`src/rtl/id_ex_stage.sv`:
```
// ID/EX pipeline register with WB write-through bypass,
// load-use hazard detection, bubble insertion and bubble counter.
module id_ex_stage #(
   parameter int DATA_W = 32,
   parameter int ADDR_W = 5,
   parameter int CNT_W  = 16
) (
   input  logic              Clk,
   input  logic              Reset,
   input  logic              InValid,
   input  logic              Stall,
   input  logic              Flush,
   input  logic [ADDR_W-1:0] ReadRegister1,
   input  logic [ADDR_W-1:0] ReadRegister2,
   input  logic [DATA_W-1:0] ReadData1,
   input  logic [DATA_W-1:0] ReadData2,
   input  logic [ADDR_W-1:0] WriteRegisterIn,
   input  logic [15:0]       Imm,
   input  logic              SignExtend,
   input  logic [3:0]        ALUOpIn,
   input  logic              RegWriteIn,
   input  logic              MemReadIn,
   input  logic              MemWriteIn,
   input  logic              MemToRegIn,
   input  logic              WBRegWrite,
   input  logic [ADDR_W-1:0] WBWriteRegister,
   input  logic [DATA_W-1:0] WBWriteData,
   output logic              ValidOut,
   output logic [DATA_W-1:0] RsData,
   output logic [DATA_W-1:0] RtData,
   output logic [DATA_W-1:0] ImmOut,
   output logic [ADDR_W-1:0] RsOut,
   output logic [ADDR_W-1:0] RtOut,
   output logic [ADDR_W-1:0] WriteRegisterOut,
   output logic [3:0]        ALUOpOut,
   output logic              RegWriteOut,
   output logic              MemReadOut,
   output logic              MemWriteOut,
   output logic              MemToRegOut,
   output logic              LoadUseHazard,
   output logic [CNT_W-1:0]  BubbleCount
);

   logic              valid_q, valid_d;
   logic [DATA_W-1:0] rs_data_q, rs_data_d;
   logic [DATA_W-1:0] rt_data_q, rt_data_d;
   logic [DATA_W-1:0] imm_q, imm_d;
   logic [ADDR_W-1:0] rs_q, rs_d;
   logic [ADDR_W-1:0] rt_q, rt_d;
   logic [ADDR_W-1:0] wr_q, wr_d;
   logic [3:0]        alu_q, alu_d;
   logic              rw_q, rw_d;
   logic              mr_q, mr_d;
   logic              mw_q, mw_d;
   logic              m2r_q, m2r_d;
   logic [CNT_W-1:0]  cnt_q, cnt_d;

   logic [DATA_W-1:0] op1, op2, imm_ext;
   logic              hazard;

   // Operand select: $0 reads zero, else WB write-through, else regfile
   always_comb begin
      op1 = ReadData1;
      op2 = ReadData2;
      if (ReadRegister1 == '0)
         op1 = '0;
      else if (WBRegWrite && WBWriteRegister == ReadRegister1)
         op1 = WBWriteData;
      if (ReadRegister2 == '0)
         op2 = '0;
      else if (WBRegWrite && WBWriteRegister == ReadRegister2)
         op2 = WBWriteData;
      imm_ext = SignExtend ? {{(DATA_W-16){Imm[15]}}, Imm}
                           : {{(DATA_W-16){1'b0}}, Imm};
   end

   // Load in EX whose destination is read by the instruction in ID
   assign hazard = !Reset && InValid && valid_q && mr_q &&
                   wr_q != '0 &&
                   (wr_q == ReadRegister1 || wr_q == ReadRegister2);

   // Next-state selection: flush, then bubble, then normal capture
   always_comb begin
      valid_d   = valid_q;
      rs_data_d = rs_data_q;
      rt_data_d = rt_data_q;
      imm_d     = imm_q;
      rs_d      = rs_q;
      rt_d      = rt_q;
      wr_d      = wr_q;
      alu_d     = alu_q;
      rw_d      = rw_q;
      mr_d      = mr_q;
      mw_d      = mw_q;
      m2r_d     = m2r_q;
      cnt_d     = cnt_q;
      if (Flush || !hazard) begin
         rs_data_d = op1;
         rt_data_d = op2;
         imm_d     = imm_ext;
         rs_d      = ReadRegister1;
         rt_d      = ReadRegister2;
         wr_d      = WriteRegisterIn;
         alu_d     = ALUOpIn;
      end
      if (Flush || hazard) begin
         valid_d = 1'b0;
         rw_d    = 1'b0;
         mr_d    = 1'b0;
         mw_d    = 1'b0;
         m2r_d   = 1'b0;
      end else begin
         valid_d = InValid;
         rw_d    = InValid & RegWriteIn;
         mr_d    = InValid & MemReadIn;
         mw_d    = InValid & MemWriteIn;
         m2r_d   = InValid & MemToRegIn;
      end
      if (!Flush && hazard && cnt_q != {CNT_W{1'b1}})
         cnt_d = cnt_q + {{(CNT_W-1){1'b0}}, 1'b1};
   end

   // Pipeline register; stall freezes everything
   always_ff @(posedge Clk or posedge Reset) begin
      if (Reset) begin
         valid_q   <= 1'b0;
         rs_data_q <= '0;
         rt_data_q <= '0;
         imm_q     <= '0;
         rs_q      <= '0;
         rt_q      <= '0;
         wr_q      <= '0;
         alu_q     <= '0;
         rw_q      <= 1'b0;
         mr_q      <= 1'b0;
         mw_q      <= 1'b0;
         m2r_q     <= 1'b0;
         cnt_q     <= '0;
      end else if (!Stall) begin
         valid_q   <= valid_d;
         rs_data_q <= rs_data_d;
         rt_data_q <= rt_data_d;
         imm_q     <= imm_d;
         rs_q      <= rs_d;
         rt_q      <= rt_d;
         wr_q      <= wr_d;
         alu_q     <= alu_d;
         rw_q      <= rw_d;
         mr_q      <= mr_d;
         mw_q      <= mw_d;
         m2r_q     <= m2r_d;
         cnt_q     <= cnt_d;
      end
   end

   assign ValidOut         = valid_q;
   assign RsData           = rs_data_q;
   assign RtData           = rt_data_q;
   assign ImmOut           = imm_q;
   assign RsOut            = rs_q;
   assign RtOut            = rt_q;
   assign WriteRegisterOut = wr_q;
   assign ALUOpOut         = alu_q;
   assign RegWriteOut      = rw_q;
   assign MemReadOut       = mr_q;
   assign MemWriteOut      = mw_q;
   assign MemToRegOut      = m2r_q;
   assign LoadUseHazard    = hazard;
   assign BubbleCount      = cnt_q;

endmodule

```
`config.mk`:
```
export PLATFORM = sky130hd
export DESIGN_NAME = id_ex_stage
export DESIGN_NICKNAME = d
export VERILOG_FILES = /design/src/rtl/id_ex_stage.sv
export SDC_FILE = /design/constraint.sdc
export NUM_CORES = 1
export LEC_CHECK = 0
export CORE_MARGIN = 4
export CORE_UTILIZATION = 37
export DETAILED_ROUTE_END_ITERATION = 16
export PLACE_DENSITY = 0.74
export SETUP_SLACK_MARGIN = 0.05
export SLEW_MARGIN = 15
export SYNTH_ARGS = -nofsm -noshare
export SYNTH_HDL_FRONTEND = slang
export SYNTH_SLANG_ARGS = --single-unit
```
`constraint.sdc`:
```
create_clock -name Clk -period 9.3 [get_ports Clk]
set_input_delay 2.79 -clock Clk [delete_from_list [all_inputs] [get_ports Clk]]
set_output_delay 2.79 -clock Clk [all_outputs]
set_load 0.05 [all_outputs]
```
==> summary.md, run 1 <==
| Metric | Value |
|---|---|
| First-pass GRT wire length | 29100 um |
| Result of the run | complete, no violations |
| Area share of the largest cell type after synthesis | 51.8% |
| Number of global-route vias before repair | 5319 |
| Util after Layout | between 60% and 70% |
| Required @ worst endpoint | 6.51 ns |
| Area of the multi-input gates | 2530 um^2 |
| Sum of routed wire length over all layers | 18600 um |
| Horizontal die dimension | around 130 um |
| Detail-routed via count per cell | ~5 |
| Library cells used by synthesis | 37 |
| Clock-pin slew on the worst setup and hold paths | 0.05 ns |
| Final critical delay including setup and external delays | 8.01 ns |
| Worst hold path class | flop to flop |
| Biggest area consumer among synthesized cells | sky130_fd_sc_hd__dfrtp_1 |
| Worst slew slack as a fraction of its limit | 26.2% |
| Sequential element share of the synthesized area | 51.8% |
| #FFs+latches synth | approximately 120 |
| Part of the cycle the worst path needs | 86.1% |
| Max IR drop VDD | between 100 and 150 uV |
| CTS tree | yes |
| Routed wire per std cell | 18.8 um |
| # Post-CTS Setup Buffers | 0 |
| Maximum level of the CTS H-tree | 4 |
| Ports | 284 |
| Cell area after synthesis | around 5800 um^2 |
| Later-pin clock latency in the skew report | 0.41 ns |
| Most frequent CP cell | sky130_fd_sc_hd__clkdlybuf4s50_1 |
| Cell types with the largest area share after synthesis | sky130_fd_sc_hd__dfrtp_1 52%, sky130_fd_sc_hd__mux2i_1 11%, sky130_fd_sc_hd__o31ai_1 8.2% |
| MaxCap Viol Count | 0 |
| Total setup violations reported at the end of the flow | 0 |
| Die Y-Extent | 134 um |
| Total nets after synthesis | between 600 and 700 |
| Total Neg Setup Slack | 0 ns |
| Half-perimeter wire length after detailed placement | 14000 um |
| Number of buffers inserted for hold repair after clock tree synthesis | 0 |
| Biggest fanout along the worst timing path | 4 |
| Maximum cell stage delay along the critical path | 0.81 ns |
| Number of gates resized after CTS | 0 |
| Worst slack at placement | 1.29 ns |
| Register cell area after layout | between 3000 and 4000 um^2 |
| Number of nets with antenna violations after detailed routing | 0 |
| Critical Path Slowest Stage Cell | sky130_fd_sc_hd__clkdlybuf4s50_1 |
| Type of element launching the critical path | primary input |
| Buf+Inv Stages, Crit Path | 3 |
| Layout area overhead | 58.9% |
| Gate count after technology mapping | between 500 and 600 |
| Post-detailed-route DRC marker count | 0 |
| Synth Flop Type | sky130_fd_sc_hd__dfrtp_1 |
| Post-synth EDFFs | 0 |
| Final Hold Fails | 0 |
| Leakage power figure | ~3.7 nW |
| Kind of critical path | primary input to primary output |
| GP Congestion | 0.881 |
| Initial antenna violation count | 0 |
| Top delay family on crit path | buffers and inverters |
| All-Layer GR Usage | approximately 21% |
| Initial Util | 38.2% |
| RSZ-0062 raised after global routing | no |
| Synthesized area per cell | 11.5 um^2 |
| Final setup slack of the worst path | 1.29 ns |
| Max Clock Freq | 125 MHz |
| Antenna diodes | 0 |
| Buffers added on ports | between 200 and 300 |
| Arrival time reported for the critical path endpoint | about 5.2 ns |
| CTS Root Cell | sky130_fd_sc_hd__clkbuf_16 |
| Total power density per cell area | approximately 180 nW/um^2 |
| Maximum number of pins on one net before global-route repair | 85 |
| Sequence of cells on the critical path | clkdlybuf4s50_1 > xor2_1 > nor3_1 > a22oi_1 > or2_2 > inv_1 > clkdlybuf4s50_1 |
| Area of the die | around 18000 um^2 |
| Pin slew with the least headroom to its limit | 1.11 ns |
| Share of cells above drive strength 1 | 9.38% |
| Vias | 4932 |
| Area inside the core boundary | 15300 um^2 |
| 1st-pass router iterations | 5 |
| Row cnt | 45 |
| Number of nets in the finished design | around 920 |
| Setup clock skew after layout | 0.00759 ns |
| Max Slew Vio Count | 0 |
| Kind of end point of the critical path | primary output |
| Yosys warns | 0 |
| Number of buffers on the longest clock path | 2 |
| Number of DRC markers after the initial detailed-route iteration | about 240 |
| Number of buffers inserted during clock tree synthesis | 17 |
| Clock Sink Count | 121 |
| Global-route congestion overflow total | 0 |
| Share of synthesized flip-flops with an asynchronous set or reset | 100% |
| Fillers | 1258 |
[layout by cell type, fill, tap and decap left out, types with 2 or more instances in the layout]
master / count
sky130_fd_sc_hd__mux2_4: 9
sky130_fd_sc_hd__inv_1: 2
sky130_fd_sc_hd__xor2_1: 19
sky130_fd_sc_hd__mux2_1: 6
sky130_fd_sc_hd__clkinvlp_4: 2
sky130_fd_sc_hd__mux2i_1: 64
sky130_fd_sc_hd__clkinv_2: 6
sky130_fd_sc_hd__o31ai_1: 64
sky130_fd_sc_hd__mux2_2: 23
sky130_fd_sc_hd__nor3_1: 3
sky130_fd_sc_hd__nand3_1: 9
sky130_fd_sc_hd__xnor2_1: 13
sky130_fd_sc_hd__clkdlybuf4s50_1: 283
sky130_fd_sc_hd__and3_2: 2
sky130_fd_sc_hd__and4_1: 4
sky130_fd_sc_hd__or4_1: 3
sky130_fd_sc_hd__nor2_2: 2
sky130_fd_sc_hd__clkbuf_1: 2
sky130_fd_sc_hd__nor2b_1: 2
sky130_fd_sc_hd__nand4_1: 4
sky130_fd_sc_hd__clkbuf_16: 17
sky130_fd_sc_hd__and2_1: 2
sky130_fd_sc_hd__o21ai_0: 7
sky130_fd_sc_hd__buf_4: 6
sky130_fd_sc_hd__nor4_1: 2
sky130_fd_sc_hd__nand2_1: 79
sky130_fd_sc_hd__nor2_1: 6
sky130_fd_sc_hd__dfrtp_1: 121
sky130_fd_sc_hd__bufinv_16: 3
[synth_stat cells (3+ instances only)]
cell type / instances
sky130_fd_sc_hd__nand4_1: 4
sky130_fd_sc_hd__o21ai_0: 7
sky130_fd_sc_hd__clkbuf_1: 7
sky130_fd_sc_hd__nand3_1: 9
sky130_fd_sc_hd__nor2_1: 8
sky130_fd_sc_hd__xnor2_1: 13
sky130_fd_sc_hd__nand2_1: 79
sky130_fd_sc_hd__buf_2: 22
sky130_fd_sc_hd__dfrtp_1: 121
sky130_fd_sc_hd__buf_4: 16
sky130_fd_sc_hd__inv_1: 3
sky130_fd_sc_hd__xor2_1: 19
sky130_fd_sc_hd__buf_6: 3
sky130_fd_sc_hd__and4_1: 4
sky130_fd_sc_hd__mux2_1: 6
sky130_fd_sc_hd__mux2_4: 9
sky130_fd_sc_hd__and3_1: 3
sky130_fd_sc_hd__or4_1: 3
sky130_fd_sc_hd__o31ai_1: 64
sky130_fd_sc_hd__mux2i_1: 64
sky130_fd_sc_hd__nor3_1: 3
sky130_fd_sc_hd__mux2_2: 23
[area by class of cell]
type | count | area share, %
sequential | 121 | 32.6
clock buffer | 20 | 4.81
tap | 211 | 2.84
clock inverter | 10 | 1.37
inverter | 3 | 0.162
multi-input combinational | 335 | 27.2
timing repair buffer | 289 | 31.0
[final timing paths]
check / from / to / slack [ns] / cells past startpoint
hold reg to reg: RsData[22]$_DFFE_PP0P_ / RsData[22]$_DFFE_PP0P_ / 0.47 / 2
setup / recovery: ReadRegister2[0] / LoadUseHazard / 1.29 / 7
min in group asynchronous: Reset / ImmOut[30]$_DFFE_PP0P_ / 2.95 / 3
hold / removal: RsData[22]$_DFFE_PP0P_ / RsData[22]$_DFFE_PP0P_ / 0.47 / 2
max in group asynchronous: Reset / WriteRegisterOut[0]$_DFFE_PP0P_ / 4.94 / 4
setup reg to reg: WriteRegisterOut[0]$_DFFE_PP0P_ / ImmOut[15]$_DFFE_PP0P_ / 6.68 / 6
[stage by stage]
stage | hold slack (ns) | cell area (um^2) | std cells | power (mW)
2_1_floorplan | 0.755 | 5850 | 508 | 0.874
3_3_place_gp | 0.458 | 8710 | 959 | 1.06
3_5_place_dp | 0.465 | 8710 | 959 | 1.07
4_1_cts | 0.477 | 9290 | 989 | 1.72
5_1_grt | 0.484 | 9290 | 989 | 1.77
6_report | 0.473 | 9290 | 989 | 1.70
[registers in the layout, summed over array words and instances (netlist names)]
name	cells
MemWriteOut	1
RsOut	5
ImmOut	17
RegWriteOut	1
BubbleCount	16
MemToRegOut	1
MemReadOut	1
WriteRegisterOut	5
ALUOpOut	4
RtData	32
RsData	32
ValidOut	1
RtOut	5
[cells by family after synthesis]
family	count (synthesis)	share of synthesized area, %
simple gates	124	9.69
buf+inv	52	5.22
flops	121	51.8
fa+ha+maj	1	0.214
compound gates	76	9.44
xor+xnor	32	4.79
mux	102	18.9
[worst min-delay path, stage by stage, from the launching register on]
cell,delay (ns)
sky130_fd_sc_hd__dfrtp_1,0.33
sky130_fd_sc_hd__nand2_1,0.05
sky130_fd_sc_hd__o31ai_1,0.05
[layer usage]
| layer | track usage (%) | share of wire [%] | vias to the layer above |
|---|---|---|---|
| met4 | 7.31 | 1.8 | 0 |
| met3 | 7.63 | 8.9 | 22 |
| li1 | - | - | 2307 |
| met1 | 23.8 | 40 | 2392 |
| met5 | 0 | 0 | - |
| met2 | 35.3 | 50 | 211 |
[report_power, final]
group / internal, mW / leakage, nW / switching [mW]
logic: 0.179 / 1.92 / 0.276
clock network: 0.422 / 0.285 / 0.222
registers: 0.572 / 1.50 / 0.0288
(Power assumes the default switching activity.)
==> run 2: changes to the inputs <==
CAP_MARGIN = 15   (was unset)
REMOVE_ABC_BUFFERS = 1   (was unset)
SKIP_CTS_REPAIR_TIMING = 1   (was unset)
==> summary.md, run 2 (same netlist as run 1, synthesis figures left out) <==
| Metric | Value |
|---|---|
| Worst slew slack as a fraction of its limit | 24.6% (was 26.2%) |
| Routed wire per std cell | 18.2 um (was 18.8 um) |
| Clock-pin slew on the worst setup and hold paths | 0.05 ns (about the same) |
| CTS tree | yes (unchanged) |
| Worst hold path class | flop to flop (unchanged) |
| Number of DRC markers after the initial detailed-route iteration | 218 (was 244) |
| Layout area overhead | 59.5% (was 58.9%) |
| Max Clock Freq | 124 MHz (was 125 MHz) |
| Share of cells above drive strength 1 | 9.38% (unchanged) |
| Maximum number of pins on one net before global-route repair | 90 (was 85) |
| All-Layer GR Usage | 20.1% (was 20.6%) |
| Global-route congestion overflow total | 0 (unchanged) |
| Type of element launching the critical path | primary input (unchanged) |
| Leakage power figure | 3.72 nW (was 3.70 nW) |
| Top library cells by usage in the layout, fill and taps aside | 283 x sky130_fd_sc_hd__clkdlybuf4s50_1, 121 x sky130_fd_sc_hd__dfrtp_1, 79 x sky130_fd_sc_hd__nand2_1, 64 x sky130_fd_sc_hd__mux2i_1, 64 x sky130_fd_sc_hd__o31ai_1 (unchanged) |
| Post-detailed-route DRC marker count | 0 (unchanged) |
| Util after Layout | 60.9% (was 60.7%) |
| Half-perimeter wire length after detailed placement | 13100 um (was 14000 um) |
| Worst slack at placement | 1.29 ns (about the same) |
| Kind of critical path | primary input to primary output (unchanged) |
| Buffers added on ports | 283 (unchanged) |
| Area inside the core boundary | 15300 um^2 (unchanged) |
| Required @ worst endpoint | 6.51 ns (about the same) |
| Highest layer used for signal routing | met4 (unchanged) |
| Most common cell after layout, fill and taps aside | sky130_fd_sc_hd__clkdlybuf4s50_1 (unchanged) |
| Vias | 4869 (was 4932) |
| Worst slack on hold paths | 0.472 ns (was 0.473 ns) |
| Clock Sink Count | 121 (unchanged) |
| Biggest fanout along the worst timing path | 4 (unchanged) |
| Final critical delay including setup and external delays | 8.03 ns (was 8.01 ns) |
| Max IR drop VDD | 151 uV (was 106 uV) |
| Total power density per cell area | 186 nW/um^2 (was 183 nW/um^2) |
| Number of nets in the finished design | 913 (was 915) |
| Total Neg Setup Slack | 0 ns (unchanged) |
| Maximum level of the CTS H-tree | 4 (unchanged) |
| Sum of routed wire length over all layers | 18000 um (was 18600 um) |
| Max Slew Vio Count | 0 (unchanged) |
| Final setup slack of the worst path | 1.27 ns (was 1.29 ns) |
| Number of buffers inserted during clock tree synthesis | 17 (unchanged) |
| Total setup violations reported at the end of the flow | 0 (unchanged) |
| Arrival time reported for the critical path endpoint | 5.24 ns (was 5.22 ns) |
| Number of buffers on the longest clock path | 2 (unchanged) |
| Area of the die | 17900 um^2 (unchanged) |
| Die Y-Extent | 134 um (unchanged) |
| Pin slew with the least headroom to its limit | 1.13 ns (was 1.11 ns) |
| Total power consumption of the routed design | 1.73 mW (was 1.70 mW) |
| Met3 routed wirelength | 1580 um (was 1660 um) |
| CTS Root Cell | sky130_fd_sc_hd__clkbuf_16 (unchanged) |
| Final Hold Fails | 0 (unchanged) |
| Initial Util | 38.2% (unchanged) |
| Number of nets with antenna violations after detailed routing | 0 (unchanged) |
| Total length of routed met2 wires | 9060 um (was 9200 um) |
| Result of the run | complete, no violations (unchanged) |
| RSZ-0062 raised after global routing | no (unchanged) |
| Setup clock skew after layout | 0.00687 ns (was 0.00759 ns) |
| Number of global-route vias before repair | 5315 (was 5319) |
| Detail-routed via count per cell | 4.92 (was 4.99) |
| Row cnt | 45 (unchanged) |
| MaxCap Viol Count | 0 (unchanged) |
| Horizontal die dimension | 134 um (unchanged) |
| Met1 Routed Length | 6940 um (was 7380 um) |
| Later-pin clock latency in the skew report | 0.41 ns (about the same) |
| 1st-pass router iterations | 7 (was 5) |
| Initial antenna violation count | 0 (unchanged) |
| First-pass GRT wire length | 28200 um (was 29100 um) |
| Kind of end point of the critical path | primary output (unchanged) |
| Ports | 284 (unchanged) |
| GP Congestion | 0.806 (was 0.881) |
| Part of the cycle the worst path needs | 86.4% (was 86.1%) |
| Antenna diodes | 0 (unchanged) |
==> run 2: cell count changes in the layout (fill, tap and decap cells not counted), sizes merged <==
cell	delta
buf	-2
clkinv	-1
clkinvlp	-2
clkbuf	+4
inv	+1
==> run 2: power by group <==
| part | internal (mW) | total (mW) | switching, mW |
|---|---|---|---|
| clock network | 0.454 | 0.679 | 0.225 |
| registers | 0.572 | 0.601 | 0.0294 |
| logic | 0.179 | 0.454 | 0.275 |
==> run 2: worst max-delay path: stages <==
cell                              delay, ns
sky130_fd_sc_hd__clkdlybuf4s50_1       0.54
sky130_fd_sc_hd__xor2_1                0.20
sky130_fd_sc_hd__nor3_1                0.23
sky130_fd_sc_hd__a22oi_1               0.18
sky130_fd_sc_hd__or2_2                 0.37
sky130_fd_sc_hd__inv_1                 0.11
sky130_fd_sc_hd__clkdlybuf4s50_1       0.81
==> run 2: cell type report <==
type                            instances  area (um^2)
Clock inverter                          8          115
Inverter                                3         13.8
Clock buffer                           24          502
Sequential cell                       121         3030
Fill cell                            1266         5990
Timing Repair Buffer                  287         2860
Tap cell                              211          264
Multi-Input combinational cell        335         2540
==> run 2: stage by stage <==
step,instance area [um^2],instances
5_1_grt,9330,989
6_report,9330,989
4_1_cts,9330,989
2_1_floorplan,5550,459
3_3_place_gp,8710,957
3_5_place_dp,8710,957
==> run 2: path summary, 6_finish.rpt <==
| path | startpoint | end | slack, ns | cells after the start |
|---|---|---|---|---|
| hold / removal | RtData[30]$_DFFE_PP0P_ | RtData[30]$_DFFE_PP0P_ | 0.47 | 2 |
| setup / recovery | ReadRegister2[0] | LoadUseHazard | 1.27 | 7 |
| max in group asynchronous | Reset | RsData[10]$_DFFE_PP0P_ | 5.07 | 4 |
| min in group asynchronous | Reset | BubbleCount[6]$_DFFE_PP0P_ | 3.00 | 3 |
| setup reg to reg | WriteRegisterOut[0]$_DFFE_PP0P_ | ImmOut[4]$_DFFE_PP0P_ | 6.58 | 6 |
| hold reg to reg | RtData[30]$_DFFE_PP0P_ | RtData[30]$_DFFE_PP0P_ | 0.47 | 2 |
==> run 2: metal layers <==
metal  up-vias  GRT usage [%]
li1       2312              -
met4         0           7.20
met5         -              0
met3        28           8.12
met1      2317           22.6
met2       212           34.4
==> run 3: changes to the inputs <==
HOLD_SLACK_MARGIN = 0.15   (was unset)
TNS_END_PERCENT = 5   (was unset)
==> results of run 3 <==
The final DEF is identical to that of run 2; final timing and power are the same.
